===== src/rtl/toy_pack.sv =====
// Shared types and widths for the instruction-fetch path.
package toy_pack;

  localparam int unsigned ICACHE_REQ_OPCODE_WIDTH = 2;
  localparam int unsigned MSHR_ENTRY_INDEX_WIDTH  = 4;
  localparam int unsigned ROB_ENTRY_ID_WIDTH      = 6;
  localparam int unsigned ICACHE_LINE_WIDTH       = 512;
  localparam int unsigned PC_WIDTH                = 32;

  localparam logic [ICACHE_REQ_OPCODE_WIDTH-1:0] ICACHE_OPCODE_READ = 2'd1;

  typedef logic [PC_WIDTH-1:0] req_addr_t;

  typedef struct packed {
    req_addr_t                     addr;
    logic [ROB_ENTRY_ID_WIDTH-1:0] rob_id;
  } pc_req_t;

  typedef struct packed {
    logic [ICACHE_LINE_WIDTH-1:0]      data;
    logic [MSHR_ENTRY_INDEX_WIDTH-1:0] mshr_id;
  } downstream_rxdat_t;

  typedef enum logic [1:0] {
    ADP_IDLE = 2'd0,
    ADP_BUSY = 2'd1,
    ADP_RESP = 2'd2
  } adapter_state_e;

endpackage


===== src/rtl/icache_mem_adapter.sv =====
// Splits one cache-line refill into fetch-width memory reads and reassembles
// the returned beats (any order) into a line for the icache.
module icache_mem_adapter
  import toy_pack::*;
#(
  parameter int unsigned ADDR_WIDTH       = 32,
  parameter int unsigned FETCH_DATA_WIDTH = 256,
  parameter int unsigned LINE_WIDTH       = 512,
  parameter int unsigned ID_WIDTH         = ICACHE_REQ_OPCODE_WIDTH + MSHR_ENTRY_INDEX_WIDTH
                                            + ROB_ENTRY_ID_WIDTH
) (
  input  logic                              clk,
  input  logic                              rst_n,
  input  logic                              downstream_txreq_vld,
  output logic                              downstream_txreq_rdy,
  input  pc_req_t                           downstream_txreq_pld,
  input  logic [MSHR_ENTRY_INDEX_WIDTH-1:0] downstream_txreq_entry_id,
  output logic                              downstream_rxdat_vld,
  input  logic                              downstream_rxdat_rdy,
  output downstream_rxdat_t                 downstream_rxdat_pld,
  output logic                              adapter_fetch_mem_req_vld,
  input  logic                              adapter_fetch_mem_req_rdy,
  output logic [ADDR_WIDTH-1:0]             adapter_fetch_mem_req_addr,
  output logic [ID_WIDTH-1:0]               adapter_fetch_mem_req_entry_id,
  input  logic                              adapter_fetch_mem_ack_vld,
  output logic                              adapter_fetch_mem_ack_rdy,
  input  logic [FETCH_DATA_WIDTH-1:0]       adapter_fetch_mem_ack_data,
  input  logic [ID_WIDTH-1:0]               adapter_fetch_mem_ack_entry_id
);

  localparam int unsigned BEATS      = LINE_WIDTH / FETCH_DATA_WIDTH;
  localparam int unsigned IDX_W      = (BEATS > 1) ? $clog2(BEATS) : 1;
  localparam int unsigned CNT_W      = $clog2(BEATS + 1);
  localparam int unsigned LINE_BYTES = LINE_WIDTH / 8;
  localparam int unsigned BEAT_BYTES = FETCH_DATA_WIDTH / 8;
  localparam logic [ADDR_WIDTH-1:0] LINE_MASK = ~ADDR_WIDTH'(LINE_BYTES - 1);

  adapter_state_e state_q, state_d;
  logic [ADDR_WIDTH-1:0]             line_addr_q, line_addr_d;
  logic [MSHR_ENTRY_INDEX_WIDTH-1:0] mshr_q, mshr_d;
  logic [CNT_W-1:0]                  req_cnt_q, req_cnt_d;
  logic [BEATS-1:0]                  ack_mask_q, ack_mask_d;
  logic [LINE_WIDTH-1:0]             line_q, line_d;

  logic [MSHR_ENTRY_INDEX_WIDTH-1:0] ack_mshr;
  logic [IDX_W-1:0]                  ack_idx;
  logic [IDX_W-1:0]                  req_idx;
  logic                              ack_hit;
  logic                              req_vld;
  logic [ADDR_WIDTH-1:0]             req_addr;
  logic [ID_WIDTH-1:0]               req_id;
  logic                              unused_ok;

  // Ack id layout is {opcode, mshr, beat}; the opcode is not checked.
  assign ack_mshr  = adapter_fetch_mem_ack_entry_id[ROB_ENTRY_ID_WIDTH +: MSHR_ENTRY_INDEX_WIDTH];
  assign ack_idx   = (BEATS > 1) ? adapter_fetch_mem_ack_entry_id[IDX_W-1:0] : '0;
  assign unused_ok = ^{downstream_txreq_pld.rob_id,
                       adapter_fetch_mem_ack_entry_id[ID_WIDTH-1 -: ICACHE_REQ_OPCODE_WIDTH],
                       adapter_fetch_mem_ack_entry_id[ROB_ENTRY_ID_WIDTH-1:0]};

  assign req_idx  = req_cnt_q[IDX_W-1:0];
  assign req_vld  = (state_q == ADP_BUSY) && (req_cnt_q < CNT_W'(BEATS));
  assign req_addr = line_addr_q + ADDR_WIDTH'(req_cnt_q) * ADDR_WIDTH'(BEAT_BYTES);
  assign req_id   = {ICACHE_OPCODE_READ, mshr_q, ROB_ENTRY_ID_WIDTH'(req_idx)};

  assign ack_hit = adapter_fetch_mem_ack_vld && (state_q == ADP_BUSY)
                   && (ack_mshr == mshr_q) && !ack_mask_q[ack_idx];

  assign adapter_fetch_mem_ack_rdy      = 1'b1;
  assign adapter_fetch_mem_req_vld      = req_vld;
  assign adapter_fetch_mem_req_addr     = req_vld ? req_addr : '0;
  assign adapter_fetch_mem_req_entry_id = req_vld ? req_id : '0;

  always_comb begin
    state_d              = state_q;
    line_addr_d          = line_addr_q;
    mshr_d               = mshr_q;
    req_cnt_d            = req_cnt_q;
    ack_mask_d           = ack_mask_q;
    line_d               = line_q;
    downstream_txreq_rdy = 1'b0;
    downstream_rxdat_vld = 1'b0;
    downstream_rxdat_pld = '0;

    case (state_q)
      ADP_IDLE: begin
        downstream_txreq_rdy = 1'b1;
        if (downstream_txreq_vld) begin
          line_addr_d = ADDR_WIDTH'(downstream_txreq_pld.addr) & LINE_MASK;
          mshr_d      = downstream_txreq_entry_id;
          req_cnt_d   = '0;
          ack_mask_d  = '0;
          state_d     = ADP_BUSY;
        end
      end
      ADP_BUSY: begin
        if (req_vld && adapter_fetch_mem_req_rdy) begin
          req_cnt_d = req_cnt_q + 1'b1;
        end
        if (ack_hit) begin
          line_d[ack_idx*FETCH_DATA_WIDTH +: FETCH_DATA_WIDTH] = adapter_fetch_mem_ack_data;
          ack_mask_d[ack_idx] = 1'b1;
        end
        // Uses the updated mask so a final ack completes the line this cycle.
        if (&ack_mask_d) begin
          state_d = ADP_RESP;
        end
      end
      ADP_RESP: begin
        downstream_rxdat_vld         = 1'b1;
        downstream_rxdat_pld.data    = line_q;
        downstream_rxdat_pld.mshr_id = mshr_q;
        if (downstream_rxdat_rdy) begin
          state_d = ADP_IDLE;
        end
      end
      default: state_d = ADP_IDLE;
    endcase
  end

  always_ff @(posedge clk or negedge rst_n) begin
    if (!rst_n) begin
      state_q     <= ADP_IDLE;
      line_addr_q <= '0;
      mshr_q      <= '0;
      req_cnt_q   <= '0;
      ack_mask_q  <= '0;
      line_q      <= '0;
    end else begin
      state_q     <= state_d;
      line_addr_q <= line_addr_d;
      mshr_q      <= mshr_d;
      req_cnt_q   <= req_cnt_d;
      ack_mask_q  <= ack_mask_d;
      line_q      <= line_d;
    end
  end

endmodule


===== config.mk =====
export PLATFORM = sky130hd
export DESIGN_NAME = icache_mem_adapter
export DESIGN_NICKNAME = d
export VERILOG_FILES = /design/src/rtl/toy_pack.sv /design/src/rtl/icache_mem_adapter.sv
export SDC_FILE = /design/constraint.sdc
export NUM_CORES = 1
export LEC_CHECK = 0
export CORE_AREA = 2 2 343 345
export CTS_BUF_LIST = sky130_fd_sc_hd__clkbuf_16
export DETAILED_ROUTE_END_ITERATION = 8
export DIE_AREA = 0 0 345 347
export GPL_ROUTABILITY_DRIVEN = 0
export PLACE_DENSITY = 0.52
export SYNTH_ARGS = -nofsm -noshare
export SYNTH_HDL_FRONTEND = slang
export SYNTH_SLANG_ARGS = --single-unit

===== constraint.sdc =====
create_clock -name clk -period 4.3 [get_ports clk]
set_clock_uncertainty 0.2 [all_clocks]
set_input_delay 0.86 -clock clk [delete_from_list [all_inputs] [get_ports clk]]
set_output_delay 0.86 -clock clk [all_outputs]
set_load 0.01 [all_outputs]

==> impl_metrics.toml <==
[route]
drt-initial-drc-count = 606
wl_per_cell_um = 19.0
vias_per_cell = 4.04
postRouteAntennaNets = 0
firstDrtPassIters = 4
route.detailed.drc = 0
routed_wl_um = 83100
num_vias = 17700

[final_layout]
multi_input_area_um2 = 10200
num-fill-cells = 11800
num-nets-final = 3119
drive_gt1_share_pct = 22.2
final_core_util_pct = 32.2
synthToLayoutAreaGrowth_pct = 51.3
register_area_um2 = 13700
final_common_cell = "clkdlybuf4s50_1"
fin_area_um2 = 37300
layout_common_cells = "clkdlybuf4s50_1 (840), dfrtp_1 (548), and2_1 (525), mux2_2 (472), nand2_1 (96)"

[min_path]
hp-class = "input pin to asynchronous set/reset pin"

[logic_synthesis]
syn-instance-count = 1952
async_reset_ff_share_pct = 100
synth_edf_count = 0
syn-mean-instance-area_um2 = 12.6
synth_seq_cells = 548
synth_top_area_share_pct = 55.6
synth_flop_cell = "dfrtp_1"
ys_warn_count = 0
syn-cell-area_um2 = 24600
synth.area.top_cells = "dfrtp_1 (56%), mux2_2 (22%), and2_1 (13%)"
yosys.area.top_type = "dfrtp_1"
yosysSeqAreaShare_pct = 55.6
netlist-cell-type-count = 40

[global_route]
grt.total_usage_pct = 13.7
grt_max_degree = 90
antenna_found_initial = 9
first_global_vias = 18800
grt-ovfl-total = 0
grt_pass1_wl_um = 125000

[sta]
rsz0062_at_grt = "false"
fmax_ghz = 0.245
fin_crit_ns = 4.08
hold_slack_ns = 0.0213
finalCritPeriodShare_pct = 94.8
hold_viol = 0
tightestPinTransition_ns = 1.14
slew-limit-headroom_pct = 23.7
setup_viol = 0
tns_ns = 0
slew_violations = 0

[setup_path]
critPathKind = "register to output port"
required_ns = 3.24
worstPathMaxFanout = 24
rr_worst_depth = 6
critPathCaptureType = "output port"
worstPathArrival_ns = 3.02
r2r_start = "mshr_q[2]"
critPathLaunchType = "register"
critical_path.cell_chain = "and2b_1, nand2b_1, buf_4, clkinvlp_4, nand2_1, a31oi_1, a41o_1, clkdlybuf4s50_1"
rrSetupSlack_ns = 1.56
cp_slowest_cell = "clkdlybuf4s50_1"
critPathBufInv = 3
crit_family = "buffers and inverters"
regToRegEndpoint = "line_q[132]"
slowest_delay_ns = 0.50

[die]
ios = 880
die_y_um = 347
die_x_um = 345
initial_utilization_pct = 21.3
die_area_um2 = 120000
core_area_um2 = 116000
rows = 125

[status]
status = "complete, no violations"

[clock_network]
holdBufCountCts = 0
cts.sink_count = 548
clk_latency_ns = 0.60
clk_pin_slew_ns = 0.05
htree_num_levels = 3
cts_root_buffer = "clkbuf_16"
clockBufferDepth = 3
cts_buffers = 70
cts_tree = "built"

[pwr]
swShare_pct = 27.0
p_clk_share_pct = 30.7
power.net_switching_mw = 4.90
p_int_mw = 13.3
vdd_drop_max_v = 0.000399
p_comb_share_pct = 21.7
p_per_area_nw_per_um2 = 487
seqPwrFrac_pct = 47.6
power.leakage_nw = 16.1

[placed_design]
placed_area_um2 = 35100
io_buffers = 848
dpl.hpwl_um = 62800

[flow_run]
cap_violations = 0
## cells in the mapped netlist, types with 2 or more instances
master / n
ha_1: 2
o21ai_0: 10
and2_1: 525
nor3_1: 4
dfrtp_1: 548
a21oi_1: 11
inv_1: 6
o31ai_1: 6
buf_4: 39
or4_1: 5
buf_2: 34
and4_1: 2
nand4_1: 2
nand3_1: 11
nor2_1: 18
nand2b_1: 3
nor4_1: 4
nand2_1: 96
mux2_2: 472
xor2_1: 3
mux2_1: 40
clkbuf_1: 71
conb_1: 2
xnor2_1: 13
or3_1: 7
and3_1: 4
## how the worst max path moves through the flow
stage | startpoint | endpoint | slack, ns | cells past startpoint
after floorplan | req_cnt_q[1] | adapter_fetch_mem_req_addr[26] | 1.21 | 7
after global placement | req_cnt_q[1] | adapter_fetch_mem_req_addr[26] | 0.47 | 7
after detailed placement | req_cnt_q[1] | adapter_fetch_mem_req_addr[26] | 0.43 | 7
after CTS | req_cnt_q[1] | adapter_fetch_mem_req_addr[26] | 0.07 | 7
after global routing | state_q[0] | adapter_fetch_mem_req_addr[31] | 0.04 | 8
final | state_q[0] | adapter_fetch_mem_req_addr[31] | 0.22 | 8
## power by group through the flow
stage          clock network, mW  registers (mW)  logic (mW)
2_1_floorplan                  0            8.32        2.78
3_3_place_gp                   0            8.66        3.92
3_5_place_dp                   0            8.76        4.02
4_1_cts                     5.79            8.68        4.02
5_1_grt                     6.00            9.00        4.36
6_report                    5.57            8.64        3.95
## per-stage QoR
step	power, mW	setup slack, ns	instances
after global placement	12.6	0.472	4253
after detailed placement	12.8	0.429	4253
after global routing	19.4	0.0366	4379
after CTS	18.5	0.0731	4374
final	18.2	0.222	4380
after floorplan	11.1	1.21	1962
## flip-flops by register name (all words and copies together), names as in the netlist
| register | count |
|---|---|
| req_cnt_q | 2 |
| ack_mask_q | 2 |
| state_q | 2 |
| line_q | 512 |
| line_addr_q | 26 |
| mshr_q | 4 |
## layer usage
layer,vias to the layer above,track usage (%),share of wire [%]
li1,8218,-,-
met1,8781,15.9,40
met2,550,23.0,49
met3,125,5.12,8.3
met4,2,4.78,2.9
met5,-,0,0.013
## what timing repair did
action,in CTS,in global routing
resized for setup,7,8
buffers inserted,0,0
endpoints found under the setup margin,7,6
## cell families (layout without fill, tap and decap cells)
logic type	after synthesis	count (layout)	share of synthesized area, %
AND/OR/NAND/NOR	688	688	16.4
multiplexers	513	513	23.4
flip-flops	548	548	55.6
AO/OA/AOI/OAI	33	33	0.812
adder cells (fa/ha/maj)	2	2	0.102
buffers and inverters	150	1038	3.05
other	2	18	0.0305
XOR/XNOR	16	16	0.569
## cell type report
class                           instances  share of cell area [%]
Antenna cell                            6                  0.0403
Clock buffer                           70                    4.70
Clock inverter                         51                    1.02
Inverter                                6                  0.0705
Multi-Input combinational cell       1264                    27.5
Sequential cell                       548                    36.8
Tap cell                             1524                    5.11
Timing Repair Buffer                  911                    24.8
Power figures use the tool's default switching activity.
